<file path="config.mk">
export PLATFORM = sky130hd
export DESIGN_NAME = uart_rx_ctrl
export DESIGN_NICKNAME = d
export VERILOG_FILES = /design/src/rtl/uart_pkg.sv /design/src/rtl/uart_sync_fifo.sv /design/src/rtl/uart_rx_ctrl.sv
export SDC_FILE = /design/constraint.sdc
export NUM_CORES = 1
export LEC_CHECK = 0
export CORE_MARGIN = 2
export CORE_UTILIZATION = 25
export DETAILED_ROUTE_END_ITERATION = 10
export PLACE_DENSITY = 0.41
export SLEW_MARGIN = 20
export SYNTH_ARGS = -nofsm -noshare
export SYNTH_HDL_FRONTEND = slang
export SYNTH_HIERARCHICAL = 1
export SYNTH_SLANG_ARGS = --single-unit
export TNS_END_PERCENT = 50
</file>
<file path="constraint.sdc">
create_clock -name clk -period 6.8 [get_ports clk]
set_clock_uncertainty 0.15 [all_clocks]
set_input_delay 1.36 -clock clk [delete_from_list [all_inputs] [get_ports clk]]
set_output_delay 1.36 -clock clk [all_outputs]
set_load 0.01 [all_outputs]
</file>
<file path="src/rtl/uart_pkg.sv">
// Shared definitions for the UART receive controller: FSM encoding, FIFO entry
// width and the character-timeout terminal count.
package uart_pkg;

  typedef enum logic {StDisabled = 1'b0, StActive = 1'b1} rx_state_e;

  // Each FIFO entry carries the data byte plus its framing-error tag.
  localparam int unsigned FERR_W = 1;

  function automatic int unsigned entry_width(input int unsigned data_bits);
    return data_bits + FERR_W;
  endfunction

  // Start + data + stop bits, times oversample, times idle characters.
  function automatic int unsigned timeout_term(input int unsigned chars,
                                               input int unsigned data_bits,
                                               input int unsigned oversample);
    return chars * (data_bits + 2) * oversample;
  endfunction

endpackage

</file>
<file path="src/rtl/uart_sync_fifo.sv">
// Synchronous first-word-fall-through FIFO with occupancy count; a push into a
// full FIFO is accepted only when a pop happens in the same cycle.
module uart_sync_fifo #(
  parameter int unsigned WIDTH = 9,
  parameter int unsigned DEPTH = 16
) (
  input  logic                   clk,
  input  logic                   rst,
  input  logic                   flush,
  input  logic                   push,
  input  logic                   pop,
  input  logic [WIDTH-1:0]       wdata,
  output logic [WIDTH-1:0]       rdata,
  output logic [$clog2(DEPTH):0] count,
  output logic                   empty,
  output logic                   full
);

  localparam int unsigned AW = $clog2(DEPTH);
  localparam int unsigned CW = AW + 1;

  logic [WIDTH-1:0] r_mem [DEPTH];
  logic [AW-1:0]    r_wptr;
  logic [AW-1:0]    r_rptr;
  logic [CW-1:0]    r_count;
  logic             w_do_push;
  logic             w_do_pop;

  assign empty = (r_count == '0);
  assign full  = (r_count == CW'(DEPTH));
  assign count = r_count;
  assign rdata = r_mem[r_rptr];

  assign w_do_pop  = pop && !empty && !flush;
  assign w_do_push = push && !flush && (!full || w_do_pop);

  always_ff @(posedge clk) begin
    if (rst) begin
      r_wptr  <= '0;
      r_rptr  <= '0;
      r_count <= '0;
    end else if (flush) begin
      r_wptr  <= '0;
      r_rptr  <= '0;
      r_count <= '0;
    end else begin
      if (w_do_push) r_wptr <= r_wptr + AW'(1);
      if (w_do_pop)  r_rptr <= r_rptr + AW'(1);
      r_count <= r_count + CW'(w_do_push) - CW'(w_do_pop);
    end
  end

  always_ff @(posedge clk) begin
    if (w_do_push && !rst) r_mem[r_wptr] <= wdata;
  end

endmodule

</file>
<file path="src/rtl/uart_rx_ctrl.sv">
// UART receive controller: enable FSM, receive FIFO, overrun/interrupt flags.
// Define UART_RX_TIMEOUT_EN to build the character-timeout counter.
module uart_rx_ctrl
  import uart_pkg::*;
#(
  parameter int unsigned DATA_BITS     = 8,
  parameter int unsigned FIFO_DEPTH    = 16,
  parameter int unsigned OVERSAMPLE    = 16,
  parameter int unsigned TIMEOUT_CHARS = 4
) (
  input  logic                        clk,
  input  logic                        rst,
  input  logic                        enable,
  input  logic                        baud_tick,
  input  logic [DATA_BITS-1:0]        rx_data,
  input  logic                        rx_valid,
  input  logic                        rx_frame_error,
  output logic                        rx_en,
  input  logic                        rd_en,
  output logic [DATA_BITS-1:0]        rd_data,
  output logic                        rd_ferr,
  input  logic                        flush,
  input  logic [$clog2(FIFO_DEPTH):0] thresh,
  input  logic                        clr_ovr,
  output logic [$clog2(FIFO_DEPTH):0] count,
  output logic                        empty,
  output logic                        full,
  output logic                        overrun,
  output logic                        timeout,
  output logic                        irq
);

  localparam int unsigned ENTRY_W = entry_width(DATA_BITS);
  localparam int unsigned TO_TERM = timeout_term(TIMEOUT_CHARS, DATA_BITS, OVERSAMPLE);

  rx_state_e          r_state;
  rx_state_e          w_state_next;
  logic               w_active;
  logic               w_push;
  logic               w_ovr_set;
  logic [ENTRY_W-1:0] w_rdata;
  logic               r_overrun;
  logic               r_irq;

  always_ff @(posedge clk) begin
    if (rst) r_state <= StDisabled;
    else     r_state <= w_state_next;
  end

  always_comb begin
    w_state_next = r_state;
    unique case (r_state)
      StDisabled: if (enable)  w_state_next = StActive;
      StActive:   if (!enable) w_state_next = StDisabled;
    endcase
  end

  always_comb begin
    w_active = (r_state == StActive);
    rx_en    = w_active;
  end

  assign w_push = rx_valid && w_active;

  uart_sync_fifo #(
    .WIDTH (ENTRY_W),
    .DEPTH (FIFO_DEPTH)
  ) u_fifo (
    .clk   (clk),
    .rst   (rst),
    .flush (flush),
    .push  (w_push),
    .pop   (rd_en),
    .wdata ({rx_frame_error, rx_data}),
    .rdata (w_rdata),
    .count (count),
    .empty (empty),
    .full  (full)
  );

  assign rd_data = w_rdata[DATA_BITS-1:0];
  assign rd_ferr = w_rdata[DATA_BITS];

  // A pop in the same cycle frees a slot, so only an unmatched push overflows.
  assign w_ovr_set = w_push && full && !rd_en && !flush;

  always_ff @(posedge clk) begin
    if (rst || flush)   r_overrun <= 1'b0;
    else if (w_ovr_set) r_overrun <= 1'b1;
    else if (clr_ovr)   r_overrun <= 1'b0;
  end

  assign overrun = r_overrun;

`ifdef UART_RX_TIMEOUT_EN
  localparam int unsigned TO_W = $clog2(TO_TERM) + 1;

  logic [TO_W-1:0] r_to_cnt;
  logic            r_timeout;
  logic            w_push_eff;
  logic            w_pop_eff;

  assign w_pop_eff  = rd_en && !empty && !flush;
  assign w_push_eff = w_push && !flush && (!full || w_pop_eff);

  always_ff @(posedge clk) begin
    if (rst || flush) begin
      r_to_cnt  <= '0;
      r_timeout <= 1'b0;
    end else begin
      if (w_push_eff || w_pop_eff) begin
        r_to_cnt <= '0;
      end else if (w_active && !empty && baud_tick && (r_to_cnt != TO_W'(TO_TERM))) begin
        r_to_cnt <= r_to_cnt + TO_W'(1);
      end
      if (w_pop_eff)                         r_timeout <= 1'b0;
      else if (r_to_cnt == TO_W'(TO_TERM))   r_timeout <= 1'b1;
    end
  end

  assign timeout = r_timeout;
`else
  logic w_unused_to;
  assign w_unused_to = baud_tick ^ (TO_TERM == 0);
  assign timeout     = 1'b0;
`endif

  always_ff @(posedge clk) begin
    if (rst) r_irq <= 1'b0;
    else     r_irq <= ((thresh != '0) && (count >= thresh)) | r_overrun | timeout;
  end

  assign irq = r_irq;

endmodule

</file>
==> impl_metrics.csv, run 1 <==
group,metric,value,unit
floorplan,die-height,168.2,um
sta,fmax,206.2,MHz
clocking,cts-root-buf,"clkbuf_16",
power_and_ir_drop,p_per_area,268.5,mW/mm2
routing,drtAntennaViolNets,0,
final_layout,final_net_count,454,
placement,gp_congestion,0.6691,
clocking,tritoncts,"yes",
sta,drv_slew,0,
clocking,cts.sinks,164,
placement,portBuffers,39,
routing,wl,15140,um
logic_synthesis,ys_types,49,
clocking,cts.repair.resized,0,
critical_path,cp.required,5.29,ns
global_routing,track_usage,0.1136,
power_and_ir_drop,ir_drop,0.1522,mV
flow_run,drv_cap,0,
power_and_ir_drop,p_leak,2.564,nW
placement,dpl.hpwl,9716,um
critical_path,worst-path-max-fanout,22,
final_layout,area_growth,20.66,%
logic_synthesis,synthTopCellsByCount,"edfxtp_1 (144), nor2_1 (25), dfxtp_1 (20), mux4_2 (20), a22oi_1 (18)",
logic_synthesis,synth_most_common_cell,"edfxtp_1",
logic_synthesis,synth_area,0.006741,mm2
sta,setup_viol,0,
global_routing,gr-total-overflow,0,
clocking,worstSkewPairLatency,0.42,ns
clocking,holdBufCountCts,0,
logic_synthesis,syn-num-nets,405,
placement,pre_cts_ws,2.067,ns
clocking,ctsLongestPathBuffers,2,
clocking,cts_made_buffers,17,
floorplan,die_w,168.2,um
floorplan,die_area,0.02829,mm2
global_routing,antenna_found_initial,0,
global_routing,grt_pass1_wl,23170,um
final_layout,regArea,0.004727,mm2
logic_synthesis,synthArstFlopShare,0,
sta,rsz0062_at_grt,"no",
final_layout,fillers,2626,
logic_synthesis,yosysTopAreaCell,"edfxtp_1",
clocking,post-cts-setup-buffers,0,
floorplan,io-pin-count,42,
logic_synthesis,seq_area_frac_synth,0.7008,
logic_synthesis,synth_area_leaders,"edfxtp_1 (64%), mux4_2 (6.7%), mux4_1 (6.2%), dfxtp_1 (5.9%), ha_1 (3.0%)",
logic_synthesis,netlist_instances,366,
global_routing,grt_max_degree,23,
routing,vias_per_cell,4.488,
final_layout,multi_input_area,0.001879,mm2
logic_synthesis,synth_top_area_share,0.6414,
logic_synthesis,ys.flop_type,"edfxtp_1",
sta,tns,0,ns
critical_path,endpoint_kind,"output pin",
routing,drtPass1Iterations,4,
logic_synthesis,ys_warn_count,6,
sta,layout_min_cycle_time,4.850,ns
critical_path,crit_type,"register to output pin",
floorplan,rows,60,
sta,worst_pin_slew,1.020,ns
clocking,clk_pin_slew,0.07,ns
critical_path,arrival,3.34,ns
floorplan,initial_core_util,0.2522,
global_routing,grt_pass1_vias,3658,
routing,via_count,3451,
final_layout,drive_gt1_frac,0.1869,
sta,hold_viol,0,
worst_hold_path,hold_class,"register to register",
logic_synthesis,synth-edff-count,144,
routing,drt_iter0_drc,292,
sta,timing.final.ws_setup,1.950,ns
sta,fin_crit_sh,0.7132,
clocking,htreeDepth,4,
logic_synthesis,syn_area_per_cell,18.42,um2
final_layout,diodes,0,
floorplan,core_area,0.02673,mm2
logic_synthesis,ys_seq_elements,164,
routing,avgRoutedWirePerCell,19.69,um
final_layout,fin_util,0.3044,
sta,relSlewSlack,0.3157,
power_and_ir_drop,total_power,2.184,mW
outcome,run_status,"finished, final reports clean",
routing,drcViolationCount,0,
critical_path,startpoint_type,"register",
==> worst max-delay path, cell delays in order (launching register included) <==
cell	delay, ns
dfxtp_2	0.89
buf_4	0.44
mux4_1	0.59
a22oi_1	0.33
nand2_1	0.15
clkdlybuf4s50_1	0.51
==> cell type report <==
class                           count  area share
Sequential cell                   164      0.5811
Multi-Input combinational cell    172      0.2310
Timing Repair Buffer               47     0.05538
Clock buffer                       18     0.05276
Tap cell                          341     0.05245
Clock inverter                     14     0.02123
Inverter                           13    0.005999
==> routing by layer <==
metal | vias to the layer above | part of all wire | GRT usage
met4 | 0 | 0.0079 | 0.03373
met1 | 1796 | 0.46 | 0.1528
met5 | - | 0 | 0
li1 | 1562 | - | -
met2 | 86 | 0.49 | 0.1807
met3 | 7 | 0.045 | 0.03009
==> cell usage in the layout, fill, tap and decap left out, types with 15 or more instances in the layout <==
| cell type | instances |
|---|---|
| edfxtp_1 | 144 |
| clkdlybuf4s50_1 | 39 |
| nor2_1 | 20 |
| mux4_2 | 20 |
| dfxtp_1 | 18 |
| a22oi_1 | 18 |
| clkbuf_16 | 17 |
| ha_1 | 16 |
| mux4_1 | 16 |
| nand2_1 | 15 |
==> path summary, 6_finish.rpt <==
kind / from / endpoint / slack [ns] / cells past startpoint
max reg2reg: u_fifo/count[2] / u_fifo/count[4] / 3.17 / 13
min reg2reg: u_fifo/r_rptr[3] / u_fifo/r_rptr[3] / 0.38 / 2
min: u_fifo/r_rptr[3] / u_fifo/r_rptr[3] / 0.38 / 2
max: register / rd_data[4] / 1.95 / 5
==> through the flow <==
stage,instances,hold slack [ns],instance area (um2)
2_1_floorplan,366,0.3402,6741
3_3_place_gp,737,0.3648,7518
3_5_place_dp,737,0.3646,7532
4_1_cts,769,0.3846,8134
5_1_grt,769,0.4229,8134
6_report,769,0.3830,8134
==> power breakdown <==
group,leakage [nW],internal (mW),total [mW],switching (mW)
registers,1.46,1.10,1.11,0.00751
clock network,0.288,0.555,0.976,0.421
logic,0.820,0.0505,0.103,0.0527
total,2.56,1.70,2.18,0.481
==> state kept, by name (all words and copies together) (netlist names), named ones only <==
register	flops
irq	1
overrun	1
rx_en	1
u_fifo/count	5
u_fifo/r_mem	144
u_fifo/r_rptr	4
u_fifo/r_wptr	4
==> kinds of logic after synthesis <==
group,count (synthesis),share of synthesized area
other,1,0.0005563
AND/OR/NAND/NOR,75,0.06125
XOR/XNOR,7,0.009094
adder cells (fa/ha/maj),17,0.03267
flip-flops,164,0.7008
AO/OA/AOI/OAI,35,0.03767
buffers and inverters,30,0.02728
multiplexers,37,0.1307
Note: power is estimated with default switching activity, not from simulation.
==> run 2, diff against run 1 <==
PLACE_DENSITY = 0.43   (was 0.41)
clock period = 4 ns   (was 6.8 ns; I/O delays follow)
==> run 2 against run 1 <==
  * Power grew 66%
  * Core utilization grew 0.36 points
  * Register-to-register slack got worse by 2.2 ns
  * Final area up 1.2%
  * Critical path type unchanged
  * Critical endpoint is now rd_ferr
  * Largest power group unchanged
  * Highest routed layer unchanged
==> impl_metrics.csv, run 2 (synthesis results as in run 1) <==
group,metric,value,unit
outcome,run_status,"finished, final reports clean",
clocking,cts.sinks,164,
power_and_ir_drop,p_leak,2.648,nW
power_and_ir_drop,seqPwrFrac,0.517,
floorplan,core_area,0.02673,mm2
placement,pre_cts_ws,0.3061,ns
global_routing,antenna_found_initial,0,
critical_path,arrival,2.66,ns
placement,dpl.hpwl,9463,um
critical_path,cp.required,3.05,ns
sta,layout_min_cycle_time,3.609,ns
clocking,clk_pin_slew,0.06,ns
critical_path,endpoint_kind,"output pin",
final_layout,final_cell_mix,"edfxtp_1 (144), clkdlybuf4s50_1 (39), nor2_1 (25), buf_4 (23), mux4_2 (20)",
routing,drt_iter0_drc,277,
clocking,worstSkewPairLatency,0.42,ns
routing,via_count,3501,
clocking,htreeDepth,4,
sta,timing.final.ws_setup,0.3908,ns
final_layout,regMostFlops,"u_fifo/r_mem",
floorplan,rows,60,
power_and_ir_drop,clkPwrFrac,0.433,
sta,tns,0,ns
routing,avgRoutedWirePerCell,18.55,um
critical_path,r2r-end,"u_fifo/count[4]",
sta,relSlewSlack,0.4734,
global_routing,grt_max_degree,37,
final_layout,final_net_count,471,
routing,drcViolationCount,0,
critical_path,r2r-start,"u_fifo/count[3]",
floorplan,die-height,168.2,um
final_layout,drive_gt1_frac,0.2072,
clocking,cts.repair.resized,0,
critical_path,reg2reg_slack,0.94,ns
power_and_ir_drop,combPwrFrac,0.050,
placement,gp_congestion,0.6823,
clocking,ctsLongestPathBuffers,2,
clocking,post-cts-setup-buffers,0,
critical_path,worst-path-max-fanout,36,
final_layout,area_growth,22.07,%
floorplan,die_w,168.2,um
sta,setup_viol,0,
routing,drtAntennaViolNets,0,
routing,drtPass1Iterations,4,
placement,placed_area,0.007662,mm2
flow_run,drv_cap,0,
clocking,tritoncts,"yes",
worst_hold_path,hp-start,"overrun",
routing,wl,14560,um
critical_path,crit_type,"register to output pin",
power_and_ir_drop,p_per_area,440.8,mW/mm2
critical_path,setup.worst_path.end,"rd_ferr",
floorplan,io-pin-count,42,
placement,portBuffers,39,
sta,fmax,277.1,MHz
clocking,holdBufCountCts,0,
sta,drv_slew,0,
global_routing,grt_pass1_wl,22560,um
power_and_ir_drop,switchingPower,0.7969,mW
global_routing,track_usage,0.1097,
power_and_ir_drop,ir_drop,0.2385,mV
critical_path,reg2reg_depth,13,
sta,worst_pin_slew,0.7869,ns
global_routing,grt_pass1_vias,3730,
final_layout,fin_area,0.008229,mm2
final_layout,largest_register_ff_count,144,
critical_path,startpoint_type,"register",
sta,hold_viol,0,
power_and_ir_drop,p_sw_frac,0.2197,
global_routing,gr-total-overflow,0,
clocking,cts_made_buffers,17,
floorplan,initial_core_util,0.2522,
sta,fin_crit_sh,0.9023,
worst_hold_path,hold_class,"register to register",
power_and_ir_drop,p_int,2.831,mW
sta,rsz0062_at_grt,"no",
routing,vias_per_cell,4.460,
clocking,cts-root-buf,"clkbuf_16",
floorplan,die_area,0.02829,mm2
final_layout,layout.cells.most_common,"edfxtp_1",
final_layout,diodes,0,
[run 2: cell types whose count changed in the layout (fill, tap and decap cells not counted), moves of 2 or more]
cell,change
inv_6,+2
clkinv_2,+2
buf_12,+2
buf_4,+15
nor2_1,+5
nor2_2,-5
[run 2: per-layer routing]
| metal | vias to the layer above | track usage | share of wire |
|---|---|---|---|
| met2 | 83 | 0.1789 | 0.49 |
| met4 | 0 | 0.02924 | 0.012 |
| met3 | 12 | 0.03338 | 0.048 |
| li1 | 1600 | - | - |
| met1 | 1806 | 0.1423 | 0.45 |
| met5 | - | 0 | 0 |
[run 2: worst max-delay path, stage by stage (launching register included)]
cell,delay [ns]
dfxtp_2,0.34
buf_12,0.28
mux4_1,0.62
a22oi_1,0.30
nand2_1,0.17
clkdlybuf4s50_1,0.51
[run 2: per-stage QoR]
stage                     hold WS [ns]  total power [mW]  instances  utilization
after global routing            0.4154             3.768        785       0.3079
after CTS                       0.3866             3.668        785       0.3079
after global placement          0.3650             2.093        754       0.2867
after detailed placement        0.3700             2.098        754       0.2867
after floorplan                 0.3402             2.005        366            -
final                           0.3772             3.628        785       0.3079
[run 2: final cells by class]
class	instances	area, um2
Fill cell	2640	18500
Sequential cell	164	4726
Multi-Input combinational cell	172	1858
Inverter	13	48.80
Clock inverter	14	141.4
Timing Repair Buffer	64	603.1
Clock buffer	17	425.4
Tap cell	341	426.7
[run 2: power by group through the flow]
stage | registers, mW | clock network (mW) | logic, mW
floorplan | 1.91 | 0 | 0.0931
global placement | 1.91 | 0 | 0.181
detailed placement | 1.91 | 0 | 0.186
CTS | 1.87 | 1.61 | 0.187
global route | 1.88 | 1.69 | 0.204
finish | 1.87 | 1.57 | 0.183
[run 2: worst min path at each step]
stage / endpoint / slack, ns / cells after the start
after floorplan: register / 0.34 / 2
after global placement: u_fifo/r_rptr[3] / 0.37 / 2
after detailed placement: overrun / 0.37 / 2
after CTS: overrun / 0.39 / 2
after global routing: overrun / 0.42 / 2
final: overrun / 0.38 / 2
==> run 3, diff against run 2 <==
RECOVER_POWER = 25   (was default)
SLEW_MARGIN = default   (was 20)
==> run 3 against run 2 <==
  * Global-route usage stayed put
  * Largest cell class unchanged
  * Clock power hardly changed
  * Die area stayed put
  * Final area hardly changed
  * Non-clock buffer count stayed put
  * Clock-buffer cell count stayed put
  * Via count hardly changed
  * Critical path depth stayed put
  * Fmax hardly changed
==> impl_metrics.csv, run 3 (synthesis results as in run 1) <==
group,metric,value,unit
critical_path,worst-path-max-fanout,36,
sta,rsz0062_at_grt,"no",
clocking,holdBufCountCts,0,
routing,drtPass1Iterations,4,
critical_path,cp.required,3.05,ns
sta,setup_viol,0,
global_routing,gr-total-overflow,0,
global_routing,grt_max_degree,37,
clocking,ctsLongestPathBuffers,2,
routing,wl_met2,7024,um
final_layout,area_growth,22.01,%
floorplan,die-height,168.2,um
clocking,worstSkewPairLatency,0.42,ns
routing,avgRoutedWirePerCell,18.52,um
critical_path,setup.worst_path.end,"rd_ferr",
routing,drt_iter0_drc,288,
global_routing,grt_pass1_vias,3730,
outcome,run_status,"finished, final reports clean",
power_and_ir_drop,total_power,3.625,mW
floorplan,initial_core_util,0.2522,
floorplan,die_w,168.2,um
clocking,post-cts-setup-buffers,0,
clocking,cts.sinks,164,
critical_path,endpoint_kind,"output pin",
final_layout,regMostFlops,"u_fifo/r_mem",
critical_path,reg2reg_slack,0.94,ns
sta,relSlewSlack,0.4731,
global_routing,track_usage,0.1097,
final_layout,final_cell_mix,"edfxtp_1 (144), clkdlybuf4s50_1 (33), nor2_1 (25), buf_4 (22), mux4_2 (20)",
final_layout,final_net_count,471,
floorplan,rows,60,
sta,drv_slew,0,
final_layout,largest_register_ff_count,144,
flow_run,drv_cap,0,
clocking,htreeDepth,4,
sta,worst_hold_slack,0.3819,ns
sta,fmax,277.2,MHz
floorplan,core_area,0.02673,mm2
final_layout,layout.cells.most_common,"edfxtp_1",
critical_path,arrival,2.66,ns
placement,dpl.hpwl,9463,um
clocking,clk_pin_slew,0.06,ns
final_layout,fin_util,0.3078,
routing,dr_wl_met3,705,um
routing,wl_met1,6641,um
routing,top_layer,"met4",
critical_path,r2r-end,"u_fifo/count[4]",
placement,portBuffers,39,
sta,worst_pin_slew,0.7874,ns
clocking,cts_made_buffers,17,
clocking,cts-root-buf,"clkbuf_16",
clocking,cts.repair.resized,0,
floorplan,io-pin-count,42,
routing,drcViolationCount,0,
sta,fin_crit_sh,0.9019,
power_and_ir_drop,p_per_area,440.7,mW/mm2
worst_hold_path,hold_class,"register to register",
final_layout,drive_gt1_frac,0.2050,
critical_path,r2r-start,"u_fifo/count[3]",
sta,hold_viol,0,
global_routing,antenna_found_initial,0,
sta,tns,0,ns
final_layout,fillers,2642,
routing,vias_per_cell,4.456,
routing,wl,14540,um
routing,drtAntennaViolNets,0,
floorplan,die_area,0.02829,mm2
global_routing,grt_pass1_wl,22560,um
final_layout,diodes,0,
critical_path,startpoint_type,"register",
sta,layout_min_cycle_time,3.608,ns
critical_path,crit_type,"register to output pin",
routing,via_count,3498,
power_and_ir_drop,p_leak,2.646,nW
power_and_ir_drop,ir_drop,0.2382,mV
placement,gp_congestion,0.6823,
critical_path,reg2reg_depth,13,
clocking,tritoncts,"yes",
-- run 3: power by group --
group          switching [mW]  internal [mW]  total (mW)
clock network           0.696          0.874        1.57
registers             0.00842           1.87        1.87
logic                  0.0915         0.0895       0.181
-- run 3: final cells by class --
type,count,area [um2],share of cell area
well taps,341,426.7,0.05187
flip-flops and latches,164,4726,0.5745
clock buffers,17,425.4,0.05172
inverters,13,48.80,0.005932
multi-input cells,172,1858,0.2259
clock inverters,14,141.4,0.01719
repair buffers,64,599.3,0.07286
-- run 3: worst min-delay path by stage --
| stage | start | to | slack (ns) | cells after the start |
|---|---|---|---|---|
| after floorplan | u_fifo/r_rptr[3] | register | 0.34 | 2 |
| after global placement | u_fifo/r_rptr[3] | u_fifo/r_rptr[3] | 0.37 | 2 |
| after detailed placement | overrun | overrun | 0.37 | 2 |
| after CTS | overrun | overrun | 0.39 | 2 |
| after global routing | overrun | overrun | 0.42 | 2 |
| final | overrun | overrun | 0.38 | 2 |
-- run 3: per-layer routing --
| metal | global-route usage | vias up |
|---|---|---|
| met2 | 0.1789 | 86 |
| met4 | 0.02924 | 0 |
| li1 | - | 1599 |
| met3 | 0.03338 | 12 |
| met1 | 0.1423 | 1801 |
| met5 | 0 | - |
-- run 3: worst max-delay path, stage by stage (launching register included) --
cell and delay (ns):
dfxtp_2 0.34, buf_12 0.28, mux4_1 0.62, a22oi_1 0.30, nand2_1 0.17, clkdlybuf4s50_1 0.51
-- run 3: metrics by stage --
step	cell area, um2	setup WS [ns]	std cells
2_1_floorplan	6741	0.7686	366
3_3_place_gp	7662	0.3350	754
3_5_place_dp	7662	0.3061	754
4_1_cts	8229	0.3726	785
5_1_grt	8225	0.2698	785
6_report	8225	0.3924	785
